### src/rtl/mul_div_unit.sv
// Iterative MULT/MULTU/DIV/DIVU unit with architectural HI/LO registers.
// One result bit per cycle: shift-add multiply, restoring divide, then a sign-fix cycle.
module mul_div_unit #(
    parameter int WIDTH = 32
) (
    input  logic             clk,
    input  logic             rst,
    input  logic             start,
    input  logic [1:0]       op,
    input  logic [WIDTH-1:0] a,
    input  logic [WIDTH-1:0] b,
    input  logic             hi_we,
    input  logic             lo_we,
    input  logic [WIDTH-1:0] wdata,
    output logic             busy,
    output logic             done,
    output logic             div_by_zero,
    output logic [WIDTH-1:0] hi,
    output logic [WIDTH-1:0] lo
);

    localparam int CW = $clog2(WIDTH);

    typedef enum logic [1:0] {
        S_IDLE,
        S_RUN,
        S_FIX
    } state_e;

    state_e             state_q, state_d;
    logic               is_div_q, is_div_d;
    logic               qsign_q, qsign_d;
    logic               rsign_q, rsign_d;
    logic               zdiv_q, zdiv_d;
    logic               dbz_flag_q, dbz_flag_d;
    logic               done_q, done_d;
    logic [CW-1:0]      cnt_q, cnt_d;
    logic [WIDTH-1:0]   opnd_q, opnd_d;
    logic [2*WIDTH-1:0] acc_q, acc_d;
    logic [WIDTH-1:0]   hi_q, hi_d;
    logic [WIDTH-1:0]   lo_q, lo_d;

    // op[1] selects divide, op[0] selects signed.
    logic             a_neg, b_neg;
    logic [WIDTH-1:0] a_abs, b_abs;
    assign a_neg = op[0] & a[WIDTH-1];
    assign b_neg = op[0] & b[WIDTH-1];
    assign a_abs = a_neg ? -a : a;
    assign b_abs = b_neg ? -b : b;

    // Multiply: acc = {partial product, unconsumed multiplier bits}.
    logic [WIDTH:0]     mul_sum;
    logic [2*WIDTH-1:0] mul_next;
    assign mul_sum  = {1'b0, acc_q[2*WIDTH-1:WIDTH]} + (acc_q[0] ? {1'b0, opnd_q} : '0);
    assign mul_next = {mul_sum, acc_q[WIDTH-1:1]};

    // Divide: acc = {partial remainder, dividend bits shifting out / quotient bits shifting in}.
    logic [WIDTH:0]     rem_shift, trial;
    logic [2*WIDTH-1:0] div_next;
    assign rem_shift = acc_q[2*WIDTH-1:WIDTH-1];
    assign trial     = rem_shift - {1'b0, opnd_q};
    assign div_next  = trial[WIDTH] ? {rem_shift[WIDTH-1:0], acc_q[WIDTH-2:0], 1'b0}
                                    : {trial[WIDTH-1:0],     acc_q[WIDTH-2:0], 1'b1};

    logic [WIDTH-1:0]   quo, rem;
    logic [2*WIDTH-1:0] prod;
    assign quo  = acc_q[WIDTH-1:0];
    assign rem  = acc_q[2*WIDTH-1:WIDTH];
    assign prod = qsign_q ? -acc_q : acc_q;

    // NOTE: every signal written here gets a default first so no path leaves it unassigned (no latches).
    always_comb begin
        state_d    = state_q;
        is_div_d   = is_div_q;
        qsign_d    = qsign_q;
        rsign_d    = rsign_q;
        zdiv_d     = zdiv_q;
        dbz_flag_d = dbz_flag_q;
        done_d     = 1'b0;
        cnt_d      = cnt_q;
        opnd_d     = opnd_q;
        acc_d      = acc_q;
        hi_d       = hi_q;
        lo_d       = lo_q;

        unique case (state_q)
            S_IDLE: begin
                if (start) begin
                    is_div_d = op[1];
                    qsign_d  = op[0] & (a[WIDTH-1] ^ b[WIDTH-1]);
                    rsign_d  = a_neg;
                    zdiv_d   = op[1] & (b == '0);
                    cnt_d    = '0;
                    acc_d    = {{WIDTH{1'b0}}, (op[1] ? a_abs : b_abs)};
                    opnd_d   = op[1] ? b_abs : a_abs;
                    if (op[1]) dbz_flag_d = 1'b0;
                    state_d  = S_RUN;
                end else begin
                    if (hi_we) hi_d = wdata;
                    if (lo_we) lo_d = wdata;
                end
            end
            S_RUN: begin
                acc_d = is_div_q ? div_next : mul_next;
                cnt_d = cnt_q + CW'(1);
                if (cnt_q == CW'(WIDTH - 1)) state_d = S_FIX;
            end
            S_FIX: begin
                if (is_div_q) begin
                    // A zero divisor leaves the raw dividend as remainder; quotient is forced to all ones.
                    lo_d       = zdiv_q ? '1 : (qsign_q ? -quo : quo);
                    hi_d       = rsign_q ? -rem : rem;
                    dbz_flag_d = zdiv_q;
                end else begin
                    {hi_d, lo_d} = prod;
                end
                done_d  = 1'b1;
                state_d = S_IDLE;
            end
            default: state_d = S_IDLE;
        endcase
    end

    // NOTE: sequential state uses non-blocking assignments so all registers update together.
    always_ff @(posedge clk or posedge rst) begin
        if (rst) begin
            state_q    <= S_IDLE;
            is_div_q   <= 1'b0;
            qsign_q    <= 1'b0;
            rsign_q    <= 1'b0;
            zdiv_q     <= 1'b0;
            dbz_flag_q <= 1'b0;
            done_q     <= 1'b0;
            cnt_q      <= '0;
            opnd_q     <= '0;
            acc_q      <= '0;
            hi_q       <= '0;
            lo_q       <= '0;
        end else begin
            state_q    <= state_d;
            is_div_q   <= is_div_d;
            qsign_q    <= qsign_d;
            rsign_q    <= rsign_d;
            zdiv_q     <= zdiv_d;
            dbz_flag_q <= dbz_flag_d;
            done_q     <= done_d;
            cnt_q      <= cnt_d;
            opnd_q     <= opnd_d;
            acc_q      <= acc_d;
            hi_q       <= hi_d;
            lo_q       <= lo_d;
        end
    end

    assign busy        = (state_q != S_IDLE);
    assign done        = done_q;
    assign div_by_zero = dbz_flag_q;
    assign hi          = hi_q;
    assign lo          = lo_q;

endmodule

### config.mk
export PLATFORM = sky130hd
export DESIGN_NAME = mul_div_unit
export DESIGN_NICKNAME = d
export VERILOG_FILES = /design/src/rtl/mul_div_unit.sv
export SDC_FILE = /design/constraint.sdc
export NUM_CORES = 1
export LEC_CHECK = 0
export BUFFER_PORTS_ARGS = -buffer_cell sky130_fd_sc_hd__buf_2
export CORE_MARGIN = 2
export CORE_UTILIZATION = 25
export CTS_BUF_LIST = sky130_fd_sc_hd__clkbuf_8
export CTS_CLUSTER_SIZE = 12
export DETAILED_ROUTE_END_ITERATION = 10
export MAX_ROUTING_LAYER = met4
export PLACE_DENSITY = 0.37
export SLEW_MARGIN = 10
export SYNTH_ARGS = -nofsm -noshare
export SYNTH_HDL_FRONTEND = slang
export SYNTH_SLANG_ARGS = --single-unit
### constraint.sdc
create_clock -name clk -period 10.8 [get_ports clk]
set_input_delay 2.16 -clock clk [delete_from_list [all_inputs] [get_ports clk]]
set_output_delay 2.16 -clock clk [all_outputs]
set_load 0.05 [all_outputs]
==> results of run 1 <==
cell type report:
class | count | area [µm²] | share of cell area (%)
Multi-Input combinational cell | 1537 | 9680 | 58.2
Sequential cell | 173 | 4330 | 26.0
Timing Repair Buffer | 189 | 996 | 5.99
Tap cell | 765 | 957 | 5.76
Inverter | 71 | 274 | 1.65
Clock buffer | 18 | 248 | 1.49
Clock inverter | 13 | 140 | 0.843
Antenna cell | 2 | 5.00 | 0.0301
worst register-to-register path, stage by stage (launching register included):
cell and delay, ns:
dfrtp_1 0.55, inv_1 0.15, buf_4 0.36, nor2_1 0.10, ha_1 0.35, nor2b_1 0.22
o2111ai_1 0.24, a2111oi_1 0.94, or4_1 0.31, a221o_1 0.23, nand3_1 0.12, a311oi_1 0.55
xnor2_1 0.14, a211oi_1 0.27
registers in the layout, indices dropped and copies added, names as in the netlist:
| name | cells |
|---|---|
| hi | 32 |
| done | 1 |
| is_div_q | 1 |
| lo | 32 |
| qsign_q | 1 |
| zdiv_q | 1 |
| rsign_q | 1 |
| opnd_q | 32 |
| cnt_q | 5 |
| state_q | 2 |
| acc_q | 64 |
| div_by_zero | 1 |
power by group through the flow:
stage	sequential, mW	clock, mW	combinational (mW)
after floorplan	1.65	0	2.81
after global placement	1.47	0	4.27
final	1.46	0.501	4.26
after global routing	1.52	0.541	4.74
after CTS	1.46	0.528	4.28
after detailed placement	1.48	0	4.26
synthesized netlist by cell type (all sizes together), types with 11 or more instances:
cell,n,area (µm²)
a21oi,176,881
nand2,223,837
nor2,161,604
o22ai,34,213
nand3,30,150
or3,30,198
mux2i,34,340
nor3,37,190
or4,11,90.1
a21o,26,195
xor2,60,526
nor2b,19,119
a211oi,30,225
nand2b,15,93.8
o21ai,188,941
a22oi,24,180
clkbuf,99,372
nor4,17,113
ha,70,876
and3,12,75.1
xnor2,103,902
a31oi,30,188
o41ai,11,111
o211ai,52,390
buf,21,91.3
and2,11,68.8
o21a,18,135
o31ai,21,163
inv,70,263
dfrtp,173,4330
worst max path at each step:
stage                         start  cells past startpoint  slack (ns)                     end
2_1_floorplan                   rst                      1        3.95    acc_q[0]$_DFFE_PP0P_
3_3_place_gp                   a[0]                      9        5.74  opnd_q[29]$_DFFE_PP0P_
3_5_place_dp                   a[0]                      9        5.71  opnd_q[25]$_DFFE_PP0P_
4_1_cts        acc_q[0]$_DFFE_PP0P_                     13        6.12   acc_q[59]$_DFFE_PP0P_
5_1_grt        acc_q[0]$_DFFE_PP0P_                     13        5.78   acc_q[59]$_DFFE_PP0P_
6_report       acc_q[0]$_DFFE_PP0P_                     13        6.19   acc_q[59]$_DFFE_PP0P_
routing by layer:
metal | up-vias | track usage (%) | part of all wire [%]
met5 | - | - | 0
met4 | 0 | 5.95 | 2.0
met3 | 40 | 2.75 | 4.5
met2 | 370 | 31.2 | 44
met1 | 7005 | 30.2 | 49
li1 | 7061 | - | -
stage by stage:
step / cell area [µm²] / utilization (%) / power, mW
2_1_floorplan: 14700 / - / 4.47
3_3_place_gp: 16200 / 28.0 / 5.75
3_5_place_dp: 16200 / 28.0 / 5.74
4_1_cts: 16600 / 28.7 / 6.27
5_1_grt: 16600 / 28.7 / 6.80
6_report: 16600 / 28.7 / 6.23
logic make-up (layout without fill, tap and decap cells):
logic type                 count (synthesis)  count (layout)
AOI/OAI and AO/OA                        671             671
xor gates and xnor gates                 163             163
adders and majority gates                 72              72
buffers and inverters                    191             291
DFF                                      173             173
muxes                                     36              36
other                                      0               2
and+or+nand+nor                          595             595
==> metrics.sh, run 1 <==
RESULT_OF_THE_RUN='finished, final reports clean'
RSZ0062_AT_GRT='no'
SYNTHESIS.AREA_UM2=14700
FLOW.AREA_GROWTH_FROM_SYNTHESIS_PCT=13.2
SYNTH_SIMPLE_GATE_AREA_SHARE_PCT=18.8
TIMING.FINAL.CRIT_PERIOD_NS=4.61
MAX_CAP_VIOL_COUNT=0
INITIAL_UTILIZATION_PCT=25.4
CRITICAL_PATH_START_TYPE='register'
CP_DATA_REQUIRED_TIME_NS=11.25
POSTSYNTHNETCOUNT=2076
DR.FIRST_ITER.DRC_COUNT=1197
POWER.INTERNAL_mW=2.73
POWER_DENSITY_OVER_THE_CELLS_nW_PER_UM2=374
GLOBALROUTETOTALUTIL_PCT=21.2
CRIT_SLOWEST_CELL='a2111oi_1'
SYNTH-COMPOUND-AREA-SHARE_PCT=28.3
R2R-START='acc_q[0]$_DFFE_PP0P_'
CLOCK.FMAX_MHz=217
SYN_AREA_PER_CELL_UM2=7.73
HOLDPATHEND='lo[18]$_DFFE_PP0P_'
PLACE_HPWL_UM=48300
TIMING_WORST_SETUP_PATH_TYPE='reg -> reg'
SYNTH-MAIN-FF-CELL='dfrtp_1'
DRT-TOTAL-WL_UM=62500
NUM_IO_PINS=170
MAXSLEWHEADROOM_PCT=24.4
NETSWITCHINGFRACTION_PCT=56.2
POSTSYNTHCELLCOUNT=1901
DIE_Y_UM=246
CHIPWIDTH_UM=246
POWER.LEAKAGE_nW=7.00
FP.COREAREA_UM2=57900
POST_DRT_VIA_CELL_RATIO=5.23
CLOCK-SINKS=173
CLOCK_INSERTION_DELAY_WORST_SKEW_NS=0.57
SETUP_VIOLATIONS=0
GRT_ANTENNA_BEFORE_REPAIR=1
CRIT_PATH_CELL_TRACE='inv_1, buf_4, nor2_1, ha_1, nor2b_1, o2111ai_1, a2111oi_1, or4_1, a221o_1, nand3_1, a311oi_1, xnor2_1, a211oi_1'
CPLARGESTDELAYFAMILY='compound AO/OA/AOI/OAI gates'
FINAL_LAYOUT_SIZE_SUFFIX_GT1_SHARE_PCT=12.4
TIMING.CRITICAL_PATH.FANOUT_MAX=30
SYNTH_ENABLE_FLOP_CELLS=0
SYNTH_TOP_FAMILY_BY_AREA='compound AO/OA/AOI/OAI gates'
SYNTH_SEQ_CELLS=173
LAYOUT_WORST_PATH_CYCLE_SHARE_PCT=42.7
HOLDCRITPATHCLASS='reg -> reg'
MOST-COMMON-LAYOUT-CELLS='nand2_1 (222), o21ai_0 (184), a21oi_1 (176)'
NUMCTSBUFFERS=17
CLKSLEWWORSTSETUPHOLDPATHS_NS=0.10
SYNTH.YOSYS.WARNINGS=0
R2R_END='acc_q[59]$_DFFE_PP0P_'
PWR-SHARE-CLK_PCT=8.1
PLACED_CELLS_INCL_TAPS=2735
NET-SWITCHING-POWER_mW=3.50
GRT_FIRST_PASS_WIRELENGTH_UM=92700
RELATIVE_CONTRIBUTION_OF_COMBINATIONAL_CELLS_TO_TOTAL_POWER_PCT=68.4
DETAIL_ROUTE.DRC_VIOLATIONS=0
RRSETUPSLACK_NS=6.19
GRT_OVERFLOW_TOTAL=0
DESIGN.FINAL.NETS=2164
FINAL_COMMON_CELL='nand2_1'
CLOCK_TREE_FROM_TRITONCTS='done'
CTS_BUFFER_DEPTH=2
FINALCLOCKSKEW_NS=0.0209
VIA_COUNT_OF_THE_FIRST_GLOBAL_ROUTING_PASS=13700
SETUP_TOTAL_NEGATIVE_SLACK_NS=0
SYNTH.AREA.MUX_SHARE_PCT=2.47
WORST-SLEW-PIN-TRANSITION_NS=1.13
YOSYS.AREA_SHARE.XOR_XNOR_PCT=9.72
WORST_IR_DROP_ON_VDD_mV=0.263
YOSYS.AREA_SHARE.ADDER_PCT=6.24
PLACE_CONGESTION=0.889
TIMING.CRITICAL_PATH.ARRIVAL_NS=5.07
DETAIL_ROUTE.FIRST_PASS.ITERATIONS=5
GRT_START_MAX_NET_PINS=114
SLEW_VIOLATIONS=0
PLACE_WS_NS=5.71
DRT-WIRELENGTH-PER-CELL_UM=22.6
WORST_HOLD_SLACK_NS=0.481
DIE_AREA_UM2=60700
NUMBER_OF_STANDARD_CELLS_IN_THE_FINAL_LAYOUT_EXCLUDING_FILLERS=2768
HOLD_VIOLATIONS=0
VIAS=14500
CRIT_PATH_END_KIND='register'
CTS.HOLD.BUFFERS_ADDED=0
WORST-PATH-BUF-INV=2
HOLD_PATH.STARTPOINT='lo[18]$_DFFE_PP0P_'
PORT_BUFFERS=169
SYNTH_ASYNC_SR_FLOP_SHARE_PCT=100
CTS-HTREE-LEVELS=4
HOLDPATHSTAGES=2
SYNTH_SEQUENTIAL_AREA_RATIO_PCT=29.5
SEQ_POWER_SHARE_PCT=23.5
LAYOUT.FILLER_CELLS=6428
FF2FF_PATH_DEPTH=13
YS_TYPES=74
SETUP_SLACK_NS=6.19
POST_CTS_BUFFERS=0
CRITICAL-PATH-MAX-STAGE-DELAY_NS=0.94
ROOT_BUFFER='clkbuf_8'
ROW_COUNT=88
FINAL_ANTENNA_NET_COUNT=0
POST_CTS.RESIZED_INSTANCES=0
No activity file was read; power rests on OpenSTA's default activity.
==> run 2, diff against run 1 <==
==> constraint.sdc (replaced) <==
create_clock -name clk -period 4.4 [get_ports clk]
set_input_delay 0.88 -clock clk [delete_from_list [all_inputs] [get_ports clk]]
set_output_delay 0.88 -clock clk [all_outputs]
set_load 0.05 [all_outputs]
==> run 2 against run 1 <==
  * Non-clock buffer count rose by 48
  * Critical path depth unchanged
  * First-iteration DRC count shrank 11%
  * Largest cell class unchanged
  * Highest routed layer unchanged
==> metrics.sh, run 2 (synthesis results as in run 1) <==
RESULT_OF_THE_RUN='finished, final reports clean'
LARGEST_REGISTER_FFS=64  # unchanged
FP.COREAREA_UM2=57900  # unchanged
HOLDCRITPATHCLASS='in -> async'
RSZ0062_AT_GRT='no'
DPL_CELL_AREA_UM2=16600  # +2.4%
POST_DRT_VIA_CELL_RATIO=5.19  # -0.79%
CHIPWIDTH_UM=246  # unchanged
PLACE_CONGESTION=0.931  # +4.7%
FINAL_LAYOUT_SIZE_SUFFIX_GT1_SHARE_PCT=14.5  # +2.1 points
DR_WL_MET2_UM=28600  # +3.6%
GRT_FIRST_PASS_WIRELENGTH_UM=94700  # +2.1%
POWER_DENSITY_OVER_THE_CELLS_nW_PER_UM2=937  # +150%
NUMCTSBUFFERS=17  # unchanged
POST_CTS_BUFFERS=0  # unchanged
GRT_ANTENNA_BEFORE_REPAIR=2  # +1
FINAL_ANTENNA_NET_COUNT=0  # unchanged
R2R-START='opnd_q[13]$_DFFE_PP0P_'
FINALCLOCKSKEW_NS=0.0143  # -0.00660 ns
LAYOUT_WORST_PATH_CYCLE_SHARE_PCT=89.9  # +47 points
REPORT.POWER.TOTAL_mW=16.0  # +160%
INITIAL_UTILIZATION_PCT=25.4  # unchanged
CTS-HTREE-LEVELS=4  # unchanged
SETUP_VIOLATIONS=0  # unchanged
DR.FIRST_ITER.DRC_COUNT=1063  # -11%
FINALINSTANCEAREA_UM2=17000  # +2.4%
ROOT_BUFFER='clkbuf_8'
DRT-WIRELENGTH-PER-CELL_UM=22.9  # +1.2%
MAXSLEWHEADROOM_PCT=23.8  # -0.62 points
CLKSLEWWORSTSETUPHOLDPATHS_NS=0.11  # about the same
WL_MET3_UM=2760  # -2.8%
TOPROUTINGLAYERUSED='met4'
DIE_Y_UM=246  # unchanged
CLOCK-SINKS=173  # unchanged
CP_DATA_REQUIRED_TIME_NS=4.82  # -6.43 ns
GRT_START_MAX_NET_PINS=106  # -7.0%
RRSETUPSLACK_NS=0.45  # -5.74 ns
CLOCK.FMAX_MHz=253  # +17%
GRT_OVERFLOW_TOTAL=0  # unchanged
CRIT_PATH_END_KIND='register'
FF2FF_PATH_DEPTH=13  # unchanged
DRT-TOTAL-WL_UM=64400  # +3.0%
FINAL_COMMON_CELL='nand2_1'
PORT_BUFFERS=169  # unchanged
CRITICAL_PATH_START_TYPE='register'
ROW_COUNT=88  # unchanged
FLOW.AREA_GROWTH_FROM_SYNTHESIS_PCT=16.0
MOST-COMMON-LAYOUT-CELLS='nand2_1 (222), o21ai_0 (184), a21oi_1 (176)'
GLOBALROUTETOTALUTIL_PCT=21.8  # +0.62 points
VIA_COUNT_OF_THE_FIRST_GLOBAL_ROUTING_PASS=14300  # +4.6%
WL_MET1_UM=31500  # +2.0%
WORST_IR_DROP_ON_VDD_mV=0.410  # +56%
NUM_IO_PINS=170  # unchanged
DESIGN.FINAL.NETS=2212  # +2.2%
TIMING_WORST_SETUP_PATH_TYPE='reg -> reg'
CRITPATHCAPTURE='acc_q[60]$_DFFE_PP0P_'
CLOCK_TREE_FROM_TRITONCTS='done'
WORST_HOLD_SLACK_NS=0.288  # -0.193 ns
DIE_AREA_UM2=60700  # unchanged
WORST-SLEW-PIN-TRANSITION_NS=1.14  # +0.0121 ns
DETAIL_ROUTE.DRC_VIOLATIONS=0  # unchanged
POST_CTS.RESIZED_INSTANCES=0  # unchanged
MAX_CAP_VIOL_COUNT=0  # unchanged
LARGEST-REGISTER='acc_q'
POWER.LEAKAGE_nW=7.25  # +3.6%
DETAIL_ROUTE.FIRST_PASS.ITERATIONS=5  # unchanged
HOLD_VIOLATIONS=0  # unchanged
TIMING.FINAL.CRIT_PERIOD_NS=3.95  # -0.657 ns
SLEW_VIOLATIONS=0  # unchanged
R2R_END='acc_q[60]$_DFFE_PP0P_'
TIMING.CRITICAL_PATH.ARRIVAL_NS=4.38  # -0.69 ns
SETUP_TOTAL_NEGATIVE_SLACK_NS=0  # unchanged
VIAS=14600  # +0.93%
TIMING.CRITICAL_PATH.FROM='opnd_q[13]$_DFFE_PP0P_'
PLACE_HPWL_UM=50800  # +5.2%
CTS_BUFFER_DEPTH=2  # unchanged
CLOCK_INSERTION_DELAY_WORST_SKEW_NS=0.57  # about the same
CTS.HOLD.BUFFERS_ADDED=0  # unchanged
TIMING.CRITICAL_PATH.FANOUT_MAX=23  # -23%
run 2: cell types whose count changed in the layout (fill, tap and decap cells not counted):
cell        change
buf_12          +3
buf_4          +45
clkinv_1        -1
clkinv_2        -1
clkinvlp_4      +1
diode_2         -1
inv_1           +1
inv_6           +1
run 2: through the flow:
stage          setup slack (ns)  cells  util, %
2_1_floorplan              1.22   1901        -
3_3_place_gp              0.448   2783     28.7
3_5_place_dp              0.503   2783     28.7
4_1_cts                   0.474   2815     29.4
5_1_grt                   0.104   2816     29.4
6_report                  0.446   2816     29.4
run 2: worst min-delay path by stage:
stage	startpoint	endpoint	slack (ns)
after floorplan	cnt_q[3]$_DFFE_PP0P_	cnt_q[3]$_DFFE_PP0P_	0.45
after global placement	lo[16]$_DFFE_PP0P_	lo[16]$_DFFE_PP0P_	0.46
after detailed placement	lo[20]$_DFFE_PP0P_	lo[20]$_DFFE_PP0P_	0.47
after CTS	rst	hi[4]$_DFFE_PP0P_	0.22
after global routing	rst	hi[4]$_DFFE_PP0P_	0.26
final	rst	hi[28]$_DFFE_PP0P_	0.29
run 2: power breakdown:
part	leakage, nW	switching, mW	internal [mW]
Clock	0.205	0.741	0.530
Combinational	4.98	7.32	4.13
Sequential	2.07	0.829	2.40
Total	7.25	8.89	7.06
run 2: critical path, cell delays in order (launching register included):
cell	delay [ns]
dfrtp_1	0.38
inv_1	0.15
ha_1	0.31
a21oi_1	0.28
o211ai_1	0.17
a31oi_1	0.35
o221ai_1	0.24
o31ai_1	0.69
xor2_4	0.36
buf_12	0.23
buf_4	0.19
nor3_1	0.06
a31oi_1	0.26
o211ai_1	0.13
run 2: routing by layer:
| layer | track usage, % | vias to the layer above |
|---|---|---|
| met3 | 3.19 | 68 |
| li1 | - | 7148 |
| met2 | 33.0 | 333 |
| met4 | 7.14 | 0 |
| met1 | 29.8 | 7061 |
| met5 | - | - |
run 2: area by class of cell:
class	count	area (µm²)
diodes	1	2.50
fillers	6375	40900
clock inverters	14	155
inverters	71	270
repair buffers	237	1390
multi-input cells	1537	9680
well taps	765	957
clock buffers	18	248
flip-flops and latches	173	4330
==> run 3, diff against run 2 <==
--- a/config.mk
+++ b/config.mk
@@ -5,6 +5,7 @@
 export SDC_FILE = /design/constraint.sdc
 export NUM_CORES = 1
 export LEC_CHECK = 0
+export ABC_AREA = 1
 export BUFFER_PORTS_ARGS = -buffer_cell sky130_fd_sc_hd__buf_2
 export CORE_MARGIN = 2
 export CORE_UTILIZATION = 25
@@ -12,7 +13,8 @@
 export CTS_CLUSTER_SIZE = 12
 export DETAILED_ROUTE_END_ITERATION = 10
 export MAX_ROUTING_LAYER = met4
-export PLACE_DENSITY = 0.37
+export PLACE_DENSITY = 0.38
+export REMOVE_ABC_BUFFERS = 1
 export SLEW_MARGIN = 10
 export SYNTH_ARGS = -nofsm -noshare
 export SYNTH_HDL_FRONTEND = slang
==> constraint.sdc (replaced) <==
create_clock -name clk -period 3.32 [get_ports clk]
set_input_delay 0.664 -clock clk [delete_from_list [all_inputs] [get_ports clk]]
set_output_delay 0.664 -clock clk [all_outputs]
set_load 0.05 [all_outputs]
==> run 3 against run 2 <==
  * Die area grew 23%
  * Register-to-register slack lost 0.09 ns
  * Worst hold slack lost 0.22 ns
  * Combinational power grew 60%
  * Global-route usage grew 2.5 points
  * Fmax grew 33%
  * Core utilization shrank 0.42 points
  * Setup slack lost 0.088 ns
  * Non-clock buffer count grew 15
  * First-iteration DRC count grew 45%
  * Synthesized area grew 23%
  * Critical path type unchanged
==> metrics.sh, run 3 <==
YOSYS.AREA.TOP_TYPE_SHARE_PCT=24.0  # -5.5 points
SYN_AREA_PER_CELL_UM2=5.83  # -25%
SYNTH.MOST_COMMON_CELL='nand2_1'
GRT_OVERFLOW_TOTAL=0  # unchanged
POWER.LEAKAGE_nW=10.6  # +46%
FINAL_COMMON_CELL='nand2_1'
DR.FIRST_ITER.DRC_COUNT=1538  # +45%
POST_DRT_VIA_CELL_RATIO=4.91  # -5.3%
FF2FF_PATH_DEPTH=19  # +6
ROW_COUNT=98  # +11%
PWR-SHARE-CLK_PCT=6.8  # -1.2 points
TIMING.CRITICAL_PATH.ARRIVAL_NS=3.44  # -0.94 ns
PLACE_CONGESTION=0.942  # +1.2%
SYNTH_ASYNC_SR_FLOP_SHARE_PCT=100  # unchanged
CP_DATA_REQUIRED_TIME_NS=3.80  # -1.02 ns
DRT-WIRELENGTH-PER-CELL_UM=21.0  # -8.1%
FINALCLOCKSKEW_NS=0.0396  # +0.0253 ns
SEQ_POWER_SHARE_PCT=17.6  # -2.7 points
CLOCK_TREE_FROM_TRITONCTS='done'
PLACE_HPWL_UM=73600  # +45%
FINAL_LAYOUT_SIZE_SUFFIX_GT1_SHARE_PCT=10.6  # -3.9 points
CLKSLEWWORSTSETUPHOLDPATHS_NS=0.12  # about the same
RRSETUPSLACK_NS=0.36  # -0.09 ns
DESIGN.FINAL.NETS=3440  # +56%
CRITICAL_PATH_START_TYPE='register'
SETUP_VIOLATIONS=0  # unchanged
FINALINSTANCEAREA_UM2=20700  # +22%
NETSWITCHINGFRACTION_PCT=61.8  # +6.1 points
INITIAL_UTILIZATION_PCT=25.3  # -0.086 points
GLOBALROUTETOTALUTIL_PCT=24.4  # +2.5 points
GRT_FIRST_PASS_WIRELENGTH_UM=132000  # +39%
CLOCK_INSERTION_DELAY_WORST_SKEW_NS=0.62  # +0.05 ns
PLACED_CELLS_INCL_TAPS=4196  # +51%
SYNTH.YOSYS.WARNINGS=0  # unchanged
YS_TYPES=54  # -27%
SYNTHESIS.AREA_UM2=18100  # +23%
CTS-HTREE-LEVELS=4  # unchanged
POWER_DENSITY_OVER_THE_CELLS_nW_PER_UM2=1180  # +26%
NUMCTSBUFFERS=17  # unchanged
MAXSLEWHEADROOM_PCT=38.3  # +15 points
CTS_BUFFER_DEPTH=2  # unchanged
SYNTH_ENABLE_FLOP_CELLS=0  # unchanged
NUMBER_OF_STANDARD_CELLS_IN_THE_FINAL_LAYOUT_EXCLUDING_FILLERS=4229  # +50%
RSZ0062_AT_GRT='no'
CLOCK-SINKS=173  # unchanged
HOLDCRITPATHCLASS='in -> async'
POST_CTS_BUFFERS=0  # unchanged
CTS.HOLD.BUFFERS_ADDED=0  # unchanged
TIMING.FINAL.CRIT_PERIOD_NS=2.96  # -0.992 ns
SYNTH_TOP_CELL_BY_AREA='dfrtp_1'
LARGEST_REGISTER_FFS=64  # unchanged
POWER.INTERNAL_mW=9.31  # +32%
DPL_CELL_AREA_UM2=20300  # +22%
HOLD_VIOLATIONS=0  # unchanged
LAYOUT_WORST_PATH_CYCLE_SHARE_PCT=89.2  # -0.64 points
FP.COREAREA_UM2=71500  # +23%
CLOCK.FMAX_MHz=338  # +33%
POST_CTS.RESIZED_INSTANCES=0  # unchanged
VIA_COUNT_OF_THE_FIRST_GLOBAL_ROUTING_PASS=20300  # +42%
POSTSYNTHCELLCOUNT=3099  # +63%
WORST_IR_DROP_ON_VDD_mV=0.366  # -11%
CRIT_PATH_END_KIND='register'
MOST_AREA_CONSUMING_CELLS_AFTER_SYNTHESIS='dfrtp_1 (24%), nand2_1 (20%), inv_1 (9.0%)'
RELATIVE_CONTRIBUTION_OF_COMBINATIONAL_CELLS_TO_TOTAL_POWER_PCT=75.6  # +3.8 points
DIE_AREA_UM2=74400  # +23%
SYNTH_SEQUENTIAL_AREA_RATIO_PCT=24.0  # -5.5 points
ROOT_BUFFER='clkbuf_8'
VIAS=20800  # +42%
SYNTH-MAIN-FF-CELL='dfrtp_1'
YOSYS-TOP-CELLS-COUNT='nand2_1 (944), inv_1 (434), nor2_1 (339)'
DRT-TOTAL-WL_UM=89000  # +38%
SYNTH_SEQ_CELLS=173  # unchanged
PORT_BUFFERS=169  # unchanged
SLEW_VIOLATIONS=0  # unchanged
TIMING.CRITICAL_PATH.FANOUT_MAX=15  # -35%
CHIPWIDTH_UM=273  # +11%
DETAIL_ROUTE.DRC_VIOLATIONS=0  # unchanged
GRT_ANTENNA_BEFORE_REPAIR=1  # -1
LARGEST-REGISTER='acc_q'
MOST-COMMON-LAYOUT-CELLS='nand2_1 (944), inv_1 (433), nor2_1 (338)'
GRT_START_MAX_NET_PINS=77  # -27%
NUM_IO_PINS=170  # unchanged
FINAL_ANTENNA_NET_COUNT=0  # unchanged
MAX_CAP_VIOL_COUNT=0  # unchanged
NET-SWITCHING-POWER_mW=15.1  # +69%
DETAIL_ROUTE.FIRST_PASS.ITERATIONS=6  # +1
WORST-SLEW-PIN-TRANSITION_NS=0.925  # -0.218 ns
DIE_Y_UM=273  # +11%
RESULT_OF_THE_RUN='finished, final reports clean'
TIMING_WORST_SETUP_PATH_TYPE='reg -> reg'
FLOW.AREA_GROWTH_FROM_SYNTHESIS_PCT=14.7
[run 3: cell count changes after synthesis, moves of 32 or more]
cell,change
xnor2_1,-86
inv_1,+364
o22ai_1,-32
a21oi_1,+45
nand3_1,+281
nand2_1,+721
nor2_1,+178
mux2i_1,-34
[run 3: cell families (layout without fill, tap and decap cells)]
| family | Yosys count | in the layout | share of synthesized area (%) |
|---|---|---|---|
| buf+inv | 551 | 730 | 11.9 |
| xor+xnor | 65 | 65 | 3.15 |
| flops | 173 | 173 | 24.0 |
| compound gates | 512 | 512 | 15.9 |
| simple gates | 1726 | 1726 | 40.0 |
| other cells | 0 | 1 | 0 |
| fa+ha+maj | 72 | 72 | 5.07 |
[run 3: critical path: stages, from the launching register on]
cell     delay [ns]
dfrtp_1        0.43
inv_1          0.09
ha_1           0.22
fa_1           0.42
inv_1          0.12
nand2_1        0.05
nand2_1        0.07
nand3_1        0.08
nand2_2        0.12
nand2_2        0.07
nand2_4        0.09
nand2_2        0.08
nand2_2        0.07
nand2_1        0.06
nand2_2        0.35
nand2_1        0.20
nand2_1        0.11
nand2_1        0.05
nand2_1        0.05
o21ai_1        0.10
[run 3: metal layers]
layer | wire (µm) | track usage (%) | vias up
li1 | - | - | 10300
met5 | 0 | - | -
met3 | 3340 | 2.72 | 59
met2 | 42100 | 39.7 | 466
met4 | 1510 | 5.64 | 0
met1 | 42000 | 32.3 | 9982
[run 3: area by class of cell]
cell class                      instances  area, µm²
Antenna cell                            1       2.50
Clock buffer                           18        248
Clock inverter                         14        145
Fill cell                            8210      50800
Inverter                              446       1680
Multi-Input combinational cell       2375      11600
Sequential cell                       173       4330
Tap cell                              950       1190
Timing Repair Buffer                  252       1530
[run 3: path summary, 6_finish.rpt]
check,start,endpoint
worst min-delay path,rst,done$_DFF_PP0_
worst max-delay path,acc_q[31]$_DFFE_PP0P_,acc_q[0]$_DFFE_PP0P_
worst min register to register,lo[29]$_DFFE_PP0P_,lo[29]$_DFFE_PP0P_
max in group asynchronous,rst,opnd_q[17]$_DFFE_PP0P_
min in group clk,wdata[0],hi[0]$_DFFE_PP0P_
worst max register to register,acc_q[31]$_DFFE_PP0P_,acc_q[0]$_DFFE_PP0P_
[run 3: power groups by stage]
stage               Combinational [mW]  Clock (mW)  Sequential, mW
floorplan                         10.5           0            5.47
global placement                  18.4           0            4.31
detailed placement                18.3           0            4.32
CTS                               18.4        1.73            4.27
global route                      20.4        1.79            4.41
finish                            18.4        1.66            4.28
[run 3: per-stage QoR]
stage | util, % | hold slack [ns] | setup WS, ns | total power [mW] | setup TNS [ns]
6_report | 29.0 | 0.0711 | 0.357 | 24.4 | 0
3_5_place_dp | 28.4 | 0.471 | 0.357 | 22.6 | 0
2_1_floorplan | - | 0.473 | -2.03 | 16.0 | -389.16
5_1_grt | 29.0 | 0.0944 | 0.0818 | 26.6 | 0
4_1_cts | 29.0 | 0.0652 | 0.339 | 24.4 | 0
3_3_place_gp | 28.4 | 0.467 | 0.364 | 22.7 | 0
